<file path="src/rtl/mastermind_scorer_if.sv">
// -----------------------------------------------------------------------------
// mastermind_scorer_if
// Bundles the game-control, guess and score signals of mastermind_scorer.
//   iNEW_GAME, iSECRET0..3      : new-game strobe and secret colours
//   iGUESS_VALID, iGUESS0..3    : guess offer and guess colours
//   oREADY                      : scorer idle with a game active
//   oSCORE_VALID                : one-cycle pulse, score outputs just updated
//   oRVALUE01..04               : last scored guess, positions 0..3
//   oBlackPegs, oWhitePegs      : peg counts of the last score
//   oNrOfRows                   : guesses scored this game
//   oWIN, oLOSE                 : sticky game result flags
//   oREJECT                     : invalid-guess pulse (optional feature)
// Modports: master drives the inputs (game controller / bench),
//           slave is the scorer itself.
// -----------------------------------------------------------------------------
interface mastermind_scorer_if;
  logic       iNEW_GAME;
  logic [2:0] iSECRET0;
  logic [2:0] iSECRET1;
  logic [2:0] iSECRET2;
  logic [2:0] iSECRET3;
  logic       iGUESS_VALID;
  logic [2:0] iGUESS0;
  logic [2:0] iGUESS1;
  logic [2:0] iGUESS2;
  logic [2:0] iGUESS3;
  logic       oREADY;
  logic       oSCORE_VALID;
  logic [2:0] oRVALUE01;
  logic [2:0] oRVALUE02;
  logic [2:0] oRVALUE03;
  logic [2:0] oRVALUE04;
  logic [2:0] oBlackPegs;
  logic [2:0] oWhitePegs;
  logic [2:0] oNrOfRows;
  logic       oWIN;
  logic       oLOSE;
  logic       oREJECT;

  modport master (
    output iNEW_GAME, iSECRET0, iSECRET1, iSECRET2, iSECRET3,
    output iGUESS_VALID, iGUESS0, iGUESS1, iGUESS2, iGUESS3,
    input  oREADY, oSCORE_VALID, oRVALUE01, oRVALUE02, oRVALUE03, oRVALUE04,
    input  oBlackPegs, oWhitePegs, oNrOfRows, oWIN, oLOSE, oREJECT
  );

  modport slave (
    input  iNEW_GAME, iSECRET0, iSECRET1, iSECRET2, iSECRET3,
    input  iGUESS_VALID, iGUESS0, iGUESS1, iGUESS2, iGUESS3,
    output oREADY, oSCORE_VALID, oRVALUE01, oRVALUE02, oRVALUE03, oRVALUE04,
    output oBlackPegs, oWhitePegs, oNrOfRows, oWIN, oLOSE, oREJECT
  );
endinterface

</file>
<file path="src/rtl/mastermind_scorer.sv">
// -----------------------------------------------------------------------------
// mastermind_scorer
// Scores Mastermind guesses against a latched secret and tracks game progress
// (rows used, win, lose). Scoring is sequential: 4 BLACK cycles (one per
// position), 6 WHITE cycles (one per colour 1..6), then one DONE cycle that
// publishes the score. Acceptance to score pulse is 11 clocks.
// Ports:
//   iCLK  : rising-edge clock
//   iRST  : synchronous active-high reset
//   bus   : mastermind_scorer_if.slave (game control, guess, score outputs)
// Parameter:
//   MAX_ROWS : guesses allowed per game (1..7)
// Optional feature macro: SCORER_REJECT_INVALID_EN
//   defined   : a guess containing colour 0 or 7 is rejected at the first
//               BLACK cycle with a one-cycle oREJECT pulse, no row consumed
//   undefined : invalid colours simply never match; oREJECT stays 0
// -----------------------------------------------------------------------------
module mastermind_scorer #(
  parameter int unsigned MAX_ROWS = 7
) (
  input logic                iCLK,
  input logic                iRST,
  mastermind_scorer_if.slave bus
);

  localparam logic [2:0] MAX_ROWS_C = 3'(MAX_ROWS);

  typedef enum logic [2:0] {
    S_NOGAME = 3'd0,
    S_IDLE   = 3'd1,
    S_BLACK  = 3'd2,
    S_WHITE  = 3'd3,
    S_DONE   = 3'd4,
    S_OVER   = 3'd5
  } state_e;

  state_e          state_q, state_d;
  logic [3:0][2:0] secret_q, secret_d;
  logic [3:0][2:0] guess_q, guess_d;
  logic [3:0]      match_q, match_d;   // position already consumed by a black peg
  logic [2:0]      step_q, step_d;     // position in BLACK, colour in WHITE
  logic [2:0]      black_q, black_d;
  logic [2:0]      white_q, white_d;
  logic [3:0][2:0] rvalue_q, rvalue_d;
  logic [2:0]      black_pegs_q, black_pegs_d;
  logic [2:0]      white_pegs_q, white_pegs_d;
  logic [2:0]      rows_q, rows_d;
  logic            win_q, win_d;
  logic            lose_q, lose_d;
  logic            ready_q, ready_d;
  logic            score_valid_q, score_valid_d;
  logic            reject_q, reject_d;
  logic            accept_s;
  logic [2:0]      g_cnt_s, s_cnt_s;
`ifdef SCORER_REJECT_INVALID_EN
  logic            invalid_s;
`endif

  // Colours 0 and 7 are outside the game palette.
  function automatic logic colour_ok(input logic [2:0] c);
    return (c != 3'd0) && (c != 3'd7);
  endfunction

  // Number of not-yet-matched positions in codes holding the given colour.
  function automatic logic [2:0] count_unmatched(input logic [3:0][2:0] codes,
                                                 input logic [3:0]      matched,
                                                 input logic [2:0]      colour);
    logic [2:0] n;
    n = 3'd0;
    for (int i = 0; i < 4; i++) begin
      if (!matched[i] && (codes[i] == colour)) begin
        n = n + 3'd1;
      end else begin
        n = n;
      end
    end
    return n;
  endfunction

  // Next-state and next-output logic of the scoring FSM.
  always_comb begin
    state_d       = state_q;
    secret_d      = secret_q;
    guess_d       = guess_q;
    match_d       = match_q;
    step_d        = step_q;
    black_d       = black_q;
    white_d       = white_q;
    rvalue_d      = rvalue_q;
    black_pegs_d  = black_pegs_q;
    white_pegs_d  = white_pegs_q;
    rows_d        = rows_q;
    win_d         = win_q;
    lose_d        = lose_q;
    score_valid_d = 1'b0;
    reject_d      = 1'b0;
    accept_s      = (state_q == S_IDLE) && ready_q && bus.iGUESS_VALID;
    // In WHITE, step_q is the colour being counted.
    g_cnt_s       = count_unmatched(guess_q, match_q, step_q);
    s_cnt_s       = count_unmatched(secret_q, match_q, step_q);
`ifdef SCORER_REJECT_INVALID_EN
    invalid_s     = !colour_ok(guess_q[0]) || !colour_ok(guess_q[1]) ||
                    !colour_ok(guess_q[2]) || !colour_ok(guess_q[3]);
`endif

    if (bus.iNEW_GAME) begin
      // A new game overrides everything, including a guess offered this cycle.
      state_d      = S_IDLE;
      secret_d     = {bus.iSECRET3, bus.iSECRET2, bus.iSECRET1, bus.iSECRET0};
      match_d      = 4'b0000;
      step_d       = 3'd0;
      black_d      = 3'd0;
      white_d      = 3'd0;
      rvalue_d     = '0;
      black_pegs_d = 3'd0;
      white_pegs_d = 3'd0;
      rows_d       = 3'd0;
      win_d        = 1'b0;
      lose_d       = 1'b0;
    end else begin
      case (state_q)
        S_NOGAME: state_d = S_NOGAME;
        S_IDLE: begin
          if (accept_s) begin
            guess_d = {bus.iGUESS3, bus.iGUESS2, bus.iGUESS1, bus.iGUESS0};
            match_d = 4'b0000;
            step_d  = 3'd0;
            black_d = 3'd0;
            white_d = 3'd0;
            state_d = S_BLACK;
          end else begin
            state_d = S_IDLE;
          end
        end
        S_BLACK: begin
          if (colour_ok(guess_q[step_q[1:0]]) &&
              (guess_q[step_q[1:0]] == secret_q[step_q[1:0]])) begin
            match_d[step_q[1:0]] = 1'b1;
            black_d              = black_q + 3'd1;
          end else begin
            black_d = black_q;
          end
          if (step_q == 3'd3) begin
            step_d  = 3'd1;
            state_d = S_WHITE;
          end else begin
            step_d  = step_q + 3'd1;
            state_d = S_BLACK;
          end
`ifdef SCORER_REJECT_INVALID_EN
          if ((step_q == 3'd0) && invalid_s) begin
            reject_d = 1'b1;
            state_d  = S_IDLE;
          end else begin
            reject_d = 1'b0;
          end
`endif
        end
        S_WHITE: begin
          white_d = white_q + ((g_cnt_s < s_cnt_s) ? g_cnt_s : s_cnt_s);
          if (step_q == 3'd6) begin
            state_d = S_DONE;
          end else begin
            step_d  = step_q + 3'd1;
            state_d = S_WHITE;
          end
        end
        S_DONE: begin
          rvalue_d      = guess_q;
          black_pegs_d  = black_q;
          white_pegs_d  = white_q;
          rows_d        = rows_q + 3'd1;
          score_valid_d = 1'b1;
          if (black_q == 3'd4) begin
            win_d   = 1'b1;
            state_d = S_OVER;
          end else if (rows_d == MAX_ROWS_C) begin
            lose_d  = 1'b1;
            state_d = S_OVER;
          end else begin
            state_d = S_IDLE;
          end
        end
        S_OVER:  state_d = S_OVER;
        default: state_d = S_NOGAME;
      endcase
    end

    ready_d = (state_d == S_IDLE);
  end

  // State and output registers with synchronous reset.
  always_ff @(posedge iCLK) begin
    if (iRST) begin
      state_q       <= S_NOGAME;
      secret_q      <= '0;
      guess_q       <= '0;
      match_q       <= 4'b0000;
      step_q        <= 3'd0;
      black_q       <= 3'd0;
      white_q       <= 3'd0;
      rvalue_q      <= '0;
      black_pegs_q  <= 3'd0;
      white_pegs_q  <= 3'd0;
      rows_q        <= 3'd0;
      win_q         <= 1'b0;
      lose_q        <= 1'b0;
      ready_q       <= 1'b0;
      score_valid_q <= 1'b0;
      reject_q      <= 1'b0;
    end else begin
      state_q       <= state_d;
      secret_q      <= secret_d;
      guess_q       <= guess_d;
      match_q       <= match_d;
      step_q        <= step_d;
      black_q       <= black_d;
      white_q       <= white_d;
      rvalue_q      <= rvalue_d;
      black_pegs_q  <= black_pegs_d;
      white_pegs_q  <= white_pegs_d;
      rows_q        <= rows_d;
      win_q         <= win_d;
      lose_q        <= lose_d;
      ready_q       <= ready_d;
      score_valid_q <= score_valid_d;
      reject_q      <= reject_d;
    end
  end

  assign bus.oREADY       = ready_q;
  assign bus.oSCORE_VALID = score_valid_q;
  assign bus.oRVALUE01    = rvalue_q[0];
  assign bus.oRVALUE02    = rvalue_q[1];
  assign bus.oRVALUE03    = rvalue_q[2];
  assign bus.oRVALUE04    = rvalue_q[3];
  assign bus.oBlackPegs   = black_pegs_q;
  assign bus.oWhitePegs   = white_pegs_q;
  assign bus.oNrOfRows    = rows_q;
  assign bus.oWIN         = win_q;
  assign bus.oLOSE        = lose_q;
  // Without the reject feature reject_d is constant 0, so this stays 0.
  assign bus.oREJECT      = reject_q;

endmodule

</file>
<file path="src/flat_wrapper.sv">
// flat-port wrapper written by rule: the top's interface ports become plain ports
module mastermind_scorer_flat 
#(
  parameter int unsigned MAX_ROWS = 7
)
  (iCLK, iRST, bus_iNEW_GAME, bus_iSECRET0, bus_iSECRET1, bus_iSECRET2, bus_iSECRET3, bus_iGUESS_VALID, bus_iGUESS0, bus_iGUESS1, bus_iGUESS2, bus_iGUESS3, bus_oREADY, bus_oSCORE_VALID, bus_oRVALUE01, bus_oRVALUE02, bus_oRVALUE03, bus_oRVALUE04, bus_oBlackPegs, bus_oWhitePegs, bus_oNrOfRows, bus_oWIN, bus_oLOSE, bus_oREJECT);
  mastermind_scorer_if bus_i ();
  input logic iCLK;
  input logic iRST;
  input wire logic [$bits(bus_i.iNEW_GAME)-1:0] bus_iNEW_GAME;
  input wire logic [$bits(bus_i.iSECRET0)-1:0] bus_iSECRET0;
  input wire logic [$bits(bus_i.iSECRET1)-1:0] bus_iSECRET1;
  input wire logic [$bits(bus_i.iSECRET2)-1:0] bus_iSECRET2;
  input wire logic [$bits(bus_i.iSECRET3)-1:0] bus_iSECRET3;
  input wire logic [$bits(bus_i.iGUESS_VALID)-1:0] bus_iGUESS_VALID;
  input wire logic [$bits(bus_i.iGUESS0)-1:0] bus_iGUESS0;
  input wire logic [$bits(bus_i.iGUESS1)-1:0] bus_iGUESS1;
  input wire logic [$bits(bus_i.iGUESS2)-1:0] bus_iGUESS2;
  input wire logic [$bits(bus_i.iGUESS3)-1:0] bus_iGUESS3;
  output wire logic [$bits(bus_i.oREADY)-1:0] bus_oREADY;
  output wire logic [$bits(bus_i.oSCORE_VALID)-1:0] bus_oSCORE_VALID;
  output wire logic [$bits(bus_i.oRVALUE01)-1:0] bus_oRVALUE01;
  output wire logic [$bits(bus_i.oRVALUE02)-1:0] bus_oRVALUE02;
  output wire logic [$bits(bus_i.oRVALUE03)-1:0] bus_oRVALUE03;
  output wire logic [$bits(bus_i.oRVALUE04)-1:0] bus_oRVALUE04;
  output wire logic [$bits(bus_i.oBlackPegs)-1:0] bus_oBlackPegs;
  output wire logic [$bits(bus_i.oWhitePegs)-1:0] bus_oWhitePegs;
  output wire logic [$bits(bus_i.oNrOfRows)-1:0] bus_oNrOfRows;
  output wire logic [$bits(bus_i.oWIN)-1:0] bus_oWIN;
  output wire logic [$bits(bus_i.oLOSE)-1:0] bus_oLOSE;
  output wire logic [$bits(bus_i.oREJECT)-1:0] bus_oREJECT;
  assign bus_i.iNEW_GAME = bus_iNEW_GAME;
  assign bus_i.iSECRET0 = bus_iSECRET0;
  assign bus_i.iSECRET1 = bus_iSECRET1;
  assign bus_i.iSECRET2 = bus_iSECRET2;
  assign bus_i.iSECRET3 = bus_iSECRET3;
  assign bus_i.iGUESS_VALID = bus_iGUESS_VALID;
  assign bus_i.iGUESS0 = bus_iGUESS0;
  assign bus_i.iGUESS1 = bus_iGUESS1;
  assign bus_i.iGUESS2 = bus_iGUESS2;
  assign bus_i.iGUESS3 = bus_iGUESS3;
  assign bus_oREADY = bus_i.oREADY;
  assign bus_oSCORE_VALID = bus_i.oSCORE_VALID;
  assign bus_oRVALUE01 = bus_i.oRVALUE01;
  assign bus_oRVALUE02 = bus_i.oRVALUE02;
  assign bus_oRVALUE03 = bus_i.oRVALUE03;
  assign bus_oRVALUE04 = bus_i.oRVALUE04;
  assign bus_oBlackPegs = bus_i.oBlackPegs;
  assign bus_oWhitePegs = bus_i.oWhitePegs;
  assign bus_oNrOfRows = bus_i.oNrOfRows;
  assign bus_oWIN = bus_i.oWIN;
  assign bus_oLOSE = bus_i.oLOSE;
  assign bus_oREJECT = bus_i.oREJECT;
  mastermind_scorer #(.MAX_ROWS(MAX_ROWS)) u_core (.iCLK(iCLK), .iRST(iRST), .bus(bus_i));
endmodule
</file>
<file path="config.mk">
export PLATFORM = sky130hd
export DESIGN_NAME = mastermind_scorer_flat
export DESIGN_NICKNAME = d
export VERILOG_FILES = /design/src/rtl/mastermind_scorer_if.sv /design/src/rtl/mastermind_scorer.sv /design/src/flat_wrapper.sv
export SDC_FILE = /design/constraint.sdc
export NUM_CORES = 1
export LEC_CHECK = 0
export ABC_AREA = 0
export CORE_AREA = 2 2 84 103
export CTS_CLUSTER_SIZE = 24
export DETAILED_ROUTE_END_ITERATION = 16
export DIE_AREA = 0 0 86 105
export PLACE_DENSITY = 0.67
export RECOVER_POWER = 25
export SLEW_MARGIN = 40
export SYNTH_ARGS = -nofsm -noshare
export SYNTH_HDL_FRONTEND = slang
export SYNTH_SLANG_ARGS = --single-unit
export TNS_END_PERCENT = 5
</file>
<file path="constraint.sdc">
create_clock -name iCLK -period 10.45 [get_ports iCLK]
set_input_delay 1.5675 -clock iCLK [delete_from_list [all_inputs] [get_ports iCLK]]
set_output_delay 1.5675 -clock iCLK [all_outputs]
set_load 0.02 [all_outputs]
</file>
==> metrics list <==
- Launch point of the worst reg-to-reg path: u_core.step_q[2]
- Summed over all cells, the static leakage comes to 1.72 nW.
- STA classifies the critical path startpoint as a flip-flop.
- Number of synthesized register bits: 65
- Of the post-synthesis cell area, the dominant cell type holds 0.368.
- Clock skew: 0.00723 ns
* Largest driver fanout on the critical path: 12
* Yosys top cell by area: dfxtp_1
- Among all flip-flop cells after synthesis, the most frequent one is dfxtp_1.
- The checks that failed: capacitance limit, slew limit.
* Number of max-slew violations in the final report: 35
* Cell row count: 36
- Global router's overall resource usage: 0.187
- Sorting the synthesized cells by area gives the leading types as dfxtp_1 (37%), nand2_1 (7.7%), ha_1 (7.1%).
- The number of global-route vias before repair was between 2000 and 3000.
* Vias per inst: around 5.3
- The startpoint identified for the worst hold timing path is u_core.bus.oWhitePegs[1].
* CTS tree: built
- Leftover overflow at the end of global routing: 0
- Worst path required time: approximately 11 ns
* Worst Path Class, Setup: reg2reg
- Relative to the synthesized area, the layout overhead comes to 19.5%.
* NumNets Final: 500
* Number of buffers created by CTS: 9
- Once the clock tree was built, the resizer swapped 0 gates to a different size.
- Arrival @ worst endpoint: ~5 ns
- Placed wire-length estimate: between 5000 and 6000 um
- Wire length of the first global-routing pass: 13500 um
- Post-CTS timing repair inserted 0 buffers for setup.
- Initial antenna violation count: 0
* Worst Tran Pin Value: around 1.9 ns
- Routed length per instance: about 14 um
- The worst hold path was traced through 2 stages.
- Tracing the worst setup path back leads to its startpoint at u_core.step_q[2].
* Setup repair after global routing missed its margin: no
- Detailed Route WL: 7980 um
* Clk slew on worst S/H paths: about 0.08 ns
- Source-to-sink clock delay at the later pin of the worst-skew pair: ~0.35 ns
* Fin worst setup slack: around 5.6 ns
- Die area: ~9000 um2
- After the first detailed-routing iteration, the DRC count stood at roughly 140.
- The floorplan step defined a core boundary enclosing between 7000 and 8000 um2.
- 54 I/O pins were placed.
* Count of final hold-check violations: 0
- Of the available clock period, the critical path in the final layout requires 0.465.
* Routed Antenna Nets: 0
* Combined area of all synthesized cells: about 3500 um2
- In the routed design, unresolved DRC markers number 0.
- Subtracting the final worst setup slack from the clock period gives around 5 ns.
- In this run the tightest slew margin relative to its limit is -0.249.
- The number of hold buffers added after CTS was 0.
- Drt pass-1 iters: 4
- Syn_nets: 459
* Port Buffer Count: 52
- Yosys synthesis warning count: 0
- Hold WC Path Type: reg2reg
* Setup slack on the worst flop-to-flop path: around 5.6 ns
- Largest net degree at the start of global routing: 35
- Max-cap violations in this run came to 1.
* Asr flop ratio synth: 0
- The flow ran to the end, but the final reports show violations.
* Total power divided by cell area: 126 nW/um2
- Number of H-tree branching levels: 3
* Number of flops mapped to enable cells by yosys: 0
- Synth Instances: roughly 400
- The netlist uses 47 different library cells.
- Initial core utilization: 0.444
* Final setup fails: 0
- CTS saw 65 sinks.
- Post-Place Worst Slack: approximately 5.5 ns
- DR vias: around 2900
* Cell chosen for the clock root: clkbuf_8
- Vertical die dimension: between 100 and 150 um
- Total Neg Setup Slack: 0 ns
- Fraction of layout cells with a size suffix above 1: 0.0768
* Max Buffers Root-to-Sink: 2
* Worst Reg2Reg Path Length in Cells: 19
- Syn_area_per_cell: 8.63 um2
- STA classifies the critical path endpoint as a flip-flop.
- Maximum frequency from static timing analysis: 206 MHz
- The die is roughly 86 um wide.
- Final RePlAce weighted congestion: 0.820
- Antenna diode instance count: 0
* Share of synthesized area occupied by flip-flops and latches: 0.368
- Maximum resistive drop on vdd: slightly below 0.08 mV
==> state kept, by name, indices dropped and copies added, names as in the netlist <==
signal	cells
u_core.bus.oSCORE_VALID	1
u_core.bus.oBlackPegs	3
u_core.state_q	3
u_core.black_q	3
u_core.bus.oRVALUE04	3
u_core.bus.oWIN	1
u_core.bus.oWhitePegs	3
u_core.match_q	4
u_core.step_q	3
u_core.bus.oNrOfRows	3
u_core.guess_q	12
u_core.bus.oREADY	1
u_core.bus.oLOSE	1
u_core.secret_q	12
u_core.white_q	3
u_core.bus.oRVALUE01	3
u_core.bus.oRVALUE02	3
u_core.bus.oRVALUE03	3
==> Yosys cell counts (6+ instances only) <==
library cell	number
ha_1	20
inv_1	20
nand2_1	73
nor2_1	38
clkbuf_1	14
dfxtp_1	65
xnor2_1	6
xor2_1	28
mux2i_1	15
nand3_1	6
a21oi_1	48
==> layer usage <==
metal,up-vias,track usage,part of all wire
met5,-,0,0
met4,0,0.0612,0.016
met3,10,0.0434,0.033
met2,50,0.307,0.48
met1,1384,0.239,0.47
li1,1463,-,-
==> metrics by stage <==
step | cell area, um2 | power, mW | utilization | hold WS [ns] | cells
6_report | 4230 | 0.533 | 0.530 | 0.457 | 551
5_1_grt | 4230 | 0.558 | 0.530 | 0.482 | 551
4_1_cts | 4230 | 0.537 | 0.530 | 0.461 | 551
3_5_place_dp | 4060 | 0.353 | 0.509 | 0.450 | 535
3_3_place_gp | 4070 | 0.351 | 0.510 | 0.445 | 535
2_1_floorplan | 3540 | 0.328 | - | 0.441 | 410
==> cells in the final DEF (no fill, tap or decap), types with 3 or more instances in the layout <==
cell / Yosys / routed
mux4_1: 5 / 5
and3_1: 3 / 3
nand3b_1: 3 / 3
or2_2: 5 / 4
xnor2_1: 6 / 6
nand4_1: 4 / 4
nand2b_1: 5 / 5
clkinvlp_4: 0 / 3
clkinv_2: 0 / 3
mux2i_1: 15 / 15
dfxtp_1: 65 / 63
o21ai_0: 5 / 5
nand2_1: 73 / 73
mux2_2: 3 / 3
inv_1: 20 / 20
a211oi_1: 3 / 3
nor2_1: 38 / 38
a31oi_1: 3 / 3
ha_1: 20 / 20
clkbuf_8: 0 / 9
xor2_1: 28 / 28
clkdlybuf4s50_1: 0 / 50
a21oi_1: 48 / 48
nand3_1: 6 / 6
==> where the power goes <==
group          leakage, nW  internal, mW  switching, mW
logic                 1.11        0.0450         0.0452
registers            0.528         0.251        0.00518
clock network       0.0814        0.0853          0.101
total                 1.72         0.382          0.151
==> area by class of cell <==
| type | count | area (um2) |
|---|---|---|
| Fill cell | 743 | 3740 |
| Multi-Input combinational cell | 302 | 2040 |
| Sequential cell | 65 | 1300 |
| Timing Repair Buffer | 53 | 517 |
| Clock buffer | 9 | 124 |
| Tap cell | 95 | 119 |
| Inverter | 20 | 75.1 |
| Clock inverter | 7 | 46.3 |
==> cell families (layout without fill, tap and decap cells) <==
logic type	count (synthesis)	in the layout	share of synthesized area
other cells	1	1	0.00106
compound gates	67	67	0.107
simple gates	154	154	0.207
fa+ha+maj	21	21	0.0764
buf+inv	43	89	0.0545
flops	65	65	0.368
mux	24	24	0.0955
xor+xnor	35	35	0.0906
==> critical path: stages (launching register included) <==
cell	delay [ns]
dfxtp_1	0.73
xor2_1	0.12
or4_1	0.52
inv_1	0.08
ha_1	0.24
xnor2_1	0.30
inv_1	0.08
ha_1	0.27
and2_1	0.14
or2_2	0.31
ha_1	0.32
nor2_1	0.05
nor2_1	0.12
nor2_1	0.06
a222oi_1	0.21
o211ai_1	0.17
fa_1	0.46
xnor2_1	0.16
or3_1	0.31
a21oi_1	0.13
==> path summary, 6_finish.rpt <==
kind	endpoint
max	u_core.white_q[2]
min	u_core.bus.oWhitePegs[1]
max reg2reg	u_core.white_q[2]
min reg2reg	u_core.bus.oWhitePegs[1]
Power figures use the tool's default switching activity.
